## src/rtl/synth_pkg.sv

```systemverilog
// Shared constants, types and helpers for the pocket synth.
package synth_pkg;

  localparam int unsigned NUM_KEYS = 4;

  // Default note frequencies in Hz: C4, E4, G4, B4.
  localparam int unsigned NOTE_HZ [NUM_KEYS] = '{262, 330, 392, 494};

  // Selected note: valid = 0 means silence.
  typedef struct packed {
    logic       valid;
    logic [1:0] idx;
  } note_sel_t;

  // Half-period in clock cycles, integer-truncated.
  function automatic int unsigned half_period(input int unsigned clk_freq,
                                              input int unsigned hz);
    return clk_freq / (2 * hz);
  endfunction

endpackage

```

## src/rtl/tone_gen.sv

```systemverilog
// Square-wave generator: counter plus toggle flop, with phase restart.
module tone_gen #(
  parameter int unsigned CNT_W = 11
) (
  input  logic             clk,
  input  logic             rst,
  input  logic             enable,
  input  logic             restart,
  input  logic [CNT_W-1:0] half_period,
  output logic             square
);

  logic [CNT_W-1:0] cnt;

  // Count to half_period-1 then toggle; restart forces the output high at phase 0.
  always_ff @(posedge clk) begin
    if (rst || !enable) begin
      cnt    <= '0;
      square <= 1'b0;
    end else if (restart) begin
      cnt    <= '0;
      square <= 1'b1;
    end else if (cnt == half_period - 1'b1) begin
      cnt    <= '0;
      square <= ~square;
    end else begin
      cnt <= cnt + 1'b1;
    end
  end

endmodule

```

## src/rtl/pocket_synth.sv

```systemverilog
// Four-key square-wave tone generator with priority selection and note LEDs.
module pocket_synth
  import synth_pkg::*;
#(
  parameter int unsigned CLK_FREQ = 1_000_000,
  parameter int unsigned NOTE0_HZ = NOTE_HZ[0],
  parameter int unsigned NOTE1_HZ = NOTE_HZ[1],
  parameter int unsigned NOTE2_HZ = NOTE_HZ[2],
  parameter int unsigned NOTE3_HZ = NOTE_HZ[3]
) (
  input  logic                clk,
  input  logic                rst,
  input  logic [NUM_KEYS-1:0] keys,
  output logic                audio_out,
  output logic [NUM_KEYS-1:0] leds
);

  localparam int unsigned HALF0 = half_period(CLK_FREQ, NOTE0_HZ);
  localparam int unsigned HALF1 = half_period(CLK_FREQ, NOTE1_HZ);
  localparam int unsigned HALF2 = half_period(CLK_FREQ, NOTE2_HZ);
  localparam int unsigned HALF3 = half_period(CLK_FREQ, NOTE3_HZ);
  localparam int unsigned MAX01 = (HALF0 > HALF1) ? HALF0 : HALF1;
  localparam int unsigned MAX23 = (HALF2 > HALF3) ? HALF2 : HALF3;
  localparam int unsigned MAX_HALF = (MAX01 > MAX23) ? MAX01 : MAX23;
  // Wide enough to hold MAX_HALF-1.
  localparam int unsigned CNT_W = (MAX_HALF > 2) ? $clog2(MAX_HALF) : 1;

  logic [NUM_KEYS-1:0] sync1;
  logic [NUM_KEYS-1:0] sync2;
  note_sel_t           sel_next;
  note_sel_t           sel_q;
  logic [CNT_W-1:0]    half_sel;
  logic                change;

  // Two-flop synchroniser for the asynchronous key inputs.
  always_ff @(posedge clk) begin
    if (rst) begin
      sync1 <= '0;
      sync2 <= '0;
    end else begin
      sync1 <= keys;
      sync2 <= sync1;
    end
  end

  // Priority encoder: scan high to low so the lowest pressed key wins.
  always_comb begin
    sel_next = '0;
    for (int unsigned i = NUM_KEYS; i > 0; i--) begin
      if (sync2[i-1]) begin
        sel_next.valid = 1'b1;
        sel_next.idx   = 2'(i - 1);
      end
    end
  end

  assign change = (sel_next != sel_q);

  // Half-period lookup for the newly selected note.
  always_comb begin
    half_sel = CNT_W'(HALF0);
    case (sel_next.idx)
      2'd0:    half_sel = CNT_W'(HALF0);
      2'd1:    half_sel = CNT_W'(HALF1);
      2'd2:    half_sel = CNT_W'(HALF2);
      default: half_sel = CNT_W'(HALF3);
    endcase
  end

  // Remember the previous selection for change detection and drive the LEDs.
  always_ff @(posedge clk) begin
    if (rst) begin
      sel_q <= '0;
      leds  <= '0;
    end else begin
      sel_q <= sel_next;
      leds  <= sel_next.valid ? (NUM_KEYS'(1) << sel_next.idx) : '0;
    end
  end

  tone_gen #(
    .CNT_W(CNT_W)
  ) u_tone_gen (
    .clk        (clk),
    .rst        (rst),
    .enable     (sel_next.valid),
    .restart    (change),
    .half_period(half_sel),
    .square     (audio_out)
  );

endmodule

```

## config.mk

```make
export PLATFORM = sky130hd
export DESIGN_NAME = pocket_synth
export DESIGN_NICKNAME = d
export VERILOG_FILES = /design/src/rtl/synth_pkg.sv /design/src/rtl/tone_gen.sv /design/src/rtl/pocket_synth.sv
export SDC_FILE = /design/constraint.sdc
export NUM_CORES = 1
export LEC_CHECK = 0
export CAP_MARGIN = 10
export CORE_MARGIN = 2
export CORE_UTILIZATION = 54
export CTS_CLUSTER_SIZE = 40
export DETAILED_ROUTE_END_ITERATION = 10
export PLACE_DENSITY = 0.76
export SLEW_MARGIN = 20
export SYNTH_ARGS = -nofsm -noshare
export SYNTH_HDL_FRONTEND = slang
export SYNTH_SLANG_ARGS = --single-unit
```

## constraint.sdc

```tcl
create_clock -name clk -period 2.8 [get_ports clk]
set_input_delay 0.56 -clock clk [delete_from_list [all_inputs] [get_ports clk]]
set_output_delay 0.56 -clock clk [all_outputs]
set_load 0.005 [all_outputs]
```

==> flow_metrics.env <==
export IMPL_synth_enable_flop_cells=0
export IMPL_grt_setup_unrepaired="no"
export IMPL_critPathCaptureType="register"
export IMPL_n_antenna_cell=0
export IMPL_cts_htree_levels=1
export IMPL_ys_ff_latch=27
export IMPL_fillCellCount=180
export IMPL_finClkSkew_ns=0.00539
export IMPL_holdCritPathClass="reg -> reg"
export IMPL_placementRows=16
export IMPL_worstSkewPairLatency_ns=0.32
export IMPL_crit_path_cell_trace="nor2b_1, o21bai_2, ha_1, inv_1, ha_1, and3b_1, o2111a_1, o211ai_2, nand4_4, nor2_1"
export IMPL_detailedRoute_firstIterationViolations=8
export IMPL_design_portCount=11
export IMPL_synthCells=118
export IMPL_post_synth_mux_area_share_pct=0
export IMPL_power_density_nw_per_um2=476
export IMPL_yosysTopAreaCell="sky130_fd_sc_hd__dfxtp_1"
export IMPL_wl_mm=1.81
export IMPL_regToRegSetupSlack_ns=0.37
export IMPL_ctsRootBufferMaster="sky130_fd_sc_hd__clkbuf_4"
export IMPL_period_minus_ws_final_ns=2.43
export IMPL_setup_worst_path_end="u_tone_gen.cnt[2]$_SDFF_PP0_"
export IMPL_rr_startpoint="sync2[3]$_SDFF_PP0_"
export IMPL_worst_setup_path_type="reg -> reg"
export IMPL_dominant_combinational_cell_family_by_area_after_synthesis="simple AND/OR/NAND/NOR gates"
export IMPL_worst_ep_arrival_time_ns=2.69
export IMPL_crit_path_max_fanout=11
export IMPL_mappedNetlistNets=131
export IMPL_vias=792
export IMPL_ys_async_sr_fraction_pct=0
export IMPL_yosys_cell_types_count=32
export IMPL_synth_compound_area_share_pct=6.39
export IMPL_irDropWorstVdd_mv=0.376
export IMPL_top_delay_family_on_crit_path="simple AND/OR/NAND/NOR gates"
export IMPL_outcome="complete, no violations"
export IMPL_io_buffers=10
export IMPL_starting_density_of_the_core_pct=58.7
export IMPL_cts_tree="yes"
export IMPL_synth_avg_cell_area_um2=9.96
export IMPL_netlist_top_cells_count="27 x sky130_fd_sc_hd__dfxtp_1, 10 x sky130_fd_sc_hd__nor2b_1, 10 x sky130_fd_sc_hd__xnor2_1"
export IMPL_grt_max_degree=17
export IMPL_cp_slowest_cell="sky130_fd_sc_hd__dfxtp_1"
export IMPL_gr_overflow_total=0
export IMPL_synth_most_common_cell="sky130_fd_sc_hd__dfxtp_1"
export IMPL_route_detailed_wl_per_inst_um=11.3
export IMPL_slew_viol_final=0
export IMPL_synth_simple_area_share_pct=24.3
export IMPL_crit_path_frequent_cell="sky130_fd_sc_hd__ha_1"
export IMPL_yosys_area_share_adder_pct=7.45
export IMPL_numClockSinks=27
export IMPL_total_leakage_power_nw=0.507
export IMPL_setup_worst_path_start="sync2[3]$_SDFF_PP0_"
export IMPL_report_final_hold_viol_count=0
export IMPL_finalNetCount=147
export IMPL_area_growth_syn_to_layout_pct=15.3
export IMPL_drive_gt1_share_pct=15.8
export IMPL_synth_top_area_share_pct=46.0
export IMPL_layout_worst_path_cycle_share_pct=86.9
export IMPL_fmaxAchievable_ghz=0.411
export IMPL_clock_tree_buffer_depth=2
export IMPL_post_cts_setup_buffers=0
export IMPL_global_route_wire_length_before_repair_mm=3.18
export IMPL_ff2ff_path_depth=10
export IMPL_ys_top_cells_by_area="sky130_fd_sc_hd__dfxtp_1 46%, sky130_fd_sc_hd__ha_1 7.5%, sky130_fd_sc_hd__xnor2_1 7.5%"
export IMPL_cpPeakStageDelay_ns=0.38
export IMPL_yosys_area_share_xor_xnor_pct=12.7
export IMPL_report_power_total_uw=644
export IMPL_cp_start_kind="register"
export IMPL_gp_congestion=0.809
export IMPL_cp_buffers_inverters=1
export IMPL_die_height_um=50.6
export IMPL_worst_path_stages=10
export IMPL_max_transition_margin_pct=68.8
export IMPL_vias_in_the_first_global_route=752
export IMPL_drt_pre_antenna_iters=3
export IMPL_worstReg2RegEnd="u_tone_gen.cnt[2]$_SDFF_PP0_"
export IMPL_ys_seq_area_share_pct=46.0
export IMPL_finalSetupViolations=0
export IMPL_finalSetupTns_ns=0
export IMPL_route_detailed_drc=0
export IMPL_core_area_um2=2000
export IMPL_post_synth_instance_area_um2=1170
export IMPL_postSynth_topFlopCell="sky130_fd_sc_hd__dfxtp_1"
export IMPL_required_ns=3.06
export IMPL_worst_setup_hold_path_clk_slew_ns=0.14
export IMPL_post_dp_hpwl_mm=1.38
export IMPL_yosysWarnings=0
export IMPL_antenna_found_initial=0
export IMPL_route_detailed_vias_per_inst=4.95
export IMPL_die_width_um=50.6
export IMPL_hold_path_startpoint="sync1[3]$_SDFF_PP0_"
export IMPL_antenna_violating_nets_post_route=0
export IMPL_cap_viol_max_count=0
export IMPL_grt_total_usage_pct=16.6
export IMPL_worst_slew_pin_slew_ns=0.466
export IMPL_cts_buffers_inserted=3
export IMPL_die_area_um2=2560
==> placed cells by master, fill, tap and decap left out, drive strengths merged, types with 4 or more instances in the layout <==
cell and count:
dfxtp 27, nor2 18, nor2b 10, xnor2 10
clkdlybuf4s50 10, xor2 7, ha 7, nand2 6
inv 6, nor3 4
==> power breakdown <==
| group | switching [mW] | internal [mW] |
|---|---|---|
| Clock | 0.109 | 0.0545 |
| Combinational | 0.0399 | 0.0393 |
| Sequential | 0.00615 | 0.395 |
| Total | 0.155 | 0.489 |
==> logic make-up after synthesis <==
kind of cell               count (synthesis)
DFF                                       27
and+or+nand+nor                           50
adders and majority gates                  7
xor gates and xnor gates                  17
AOI/OAI and AO/OA                          9
buffers and inverters                      8
==> sequential cells by signal, indices dropped and copies added, names as in the netlist <==
signal and flops:
sync2 4, leds 4, sync1 4, u_tone_gen.square 1, u_tone_gen.cnt 11, sel_q 3
==> worst min-delay path by stage <==
stage	endpoint	slack, ns	depth (start not counted)
floorplan	sync2[0]$_SDFF_PP0_	0.41	1
global placement	sync2[0]$_SDFF_PP0_	0.42	1
finish	sync2[3]$_SDFF_PP0_	0.45	1
global route	sync2[0]$_SDFF_PP0_	0.46	1
CTS	sync2[0]$_SDFF_PP0_	0.46	1
detailed placement	sync2[2]$_SDFF_PP0_	0.43	1
==> routing by layer <==
| metal | vias up | GRT usage [%] | wire, µm |
|---|---|---|---|
| met1 | 359 | 23.0 | 919 |
| met3 | 2 | 3.27 | 58 |
| met2 | 12 | 24.6 | 818 |
| met4 | 0 | 7.66 | 12 |
| met5 | - | 0 | 0 |
| li1 | 419 | - | - |
==> area by class of cell <==
cell class / count / area (µm²) / share of cell area [%]
clock inverter: 1 / 7.51 / 0.554
clock buffer: 3 / 22.5 / 1.66
tap: 27 / 33.8 / 2.49
inverter: 6 / 22.5 / 1.66
multi-input combinational: 83 / 606 / 44.7
sequential: 27 / 541 / 39.9
timing repair buffer: 13 / 123 / 9.05
==> repair_timing <==
item	CTS	global route
setup endpoints to repair	0	4
resized for setup	0	1
hold buffers	0	0
==> through the flow <==
stage	hold WS, ns	instance area [µm²]	util, %	instances	worst slack (ns)
after global routing	0.461	1360	67.7	160	0.135
after floorplan	0.414	1170	-	118	0.392
after global placement	0.422	1320	65.8	156	0.341
after CTS	0.458	1350	67.3	160	0.202
after detailed placement	0.431	1320	65.8	156	0.246
final	0.455	1360	67.7	160	0.368
(Power assumes the default switching activity.)
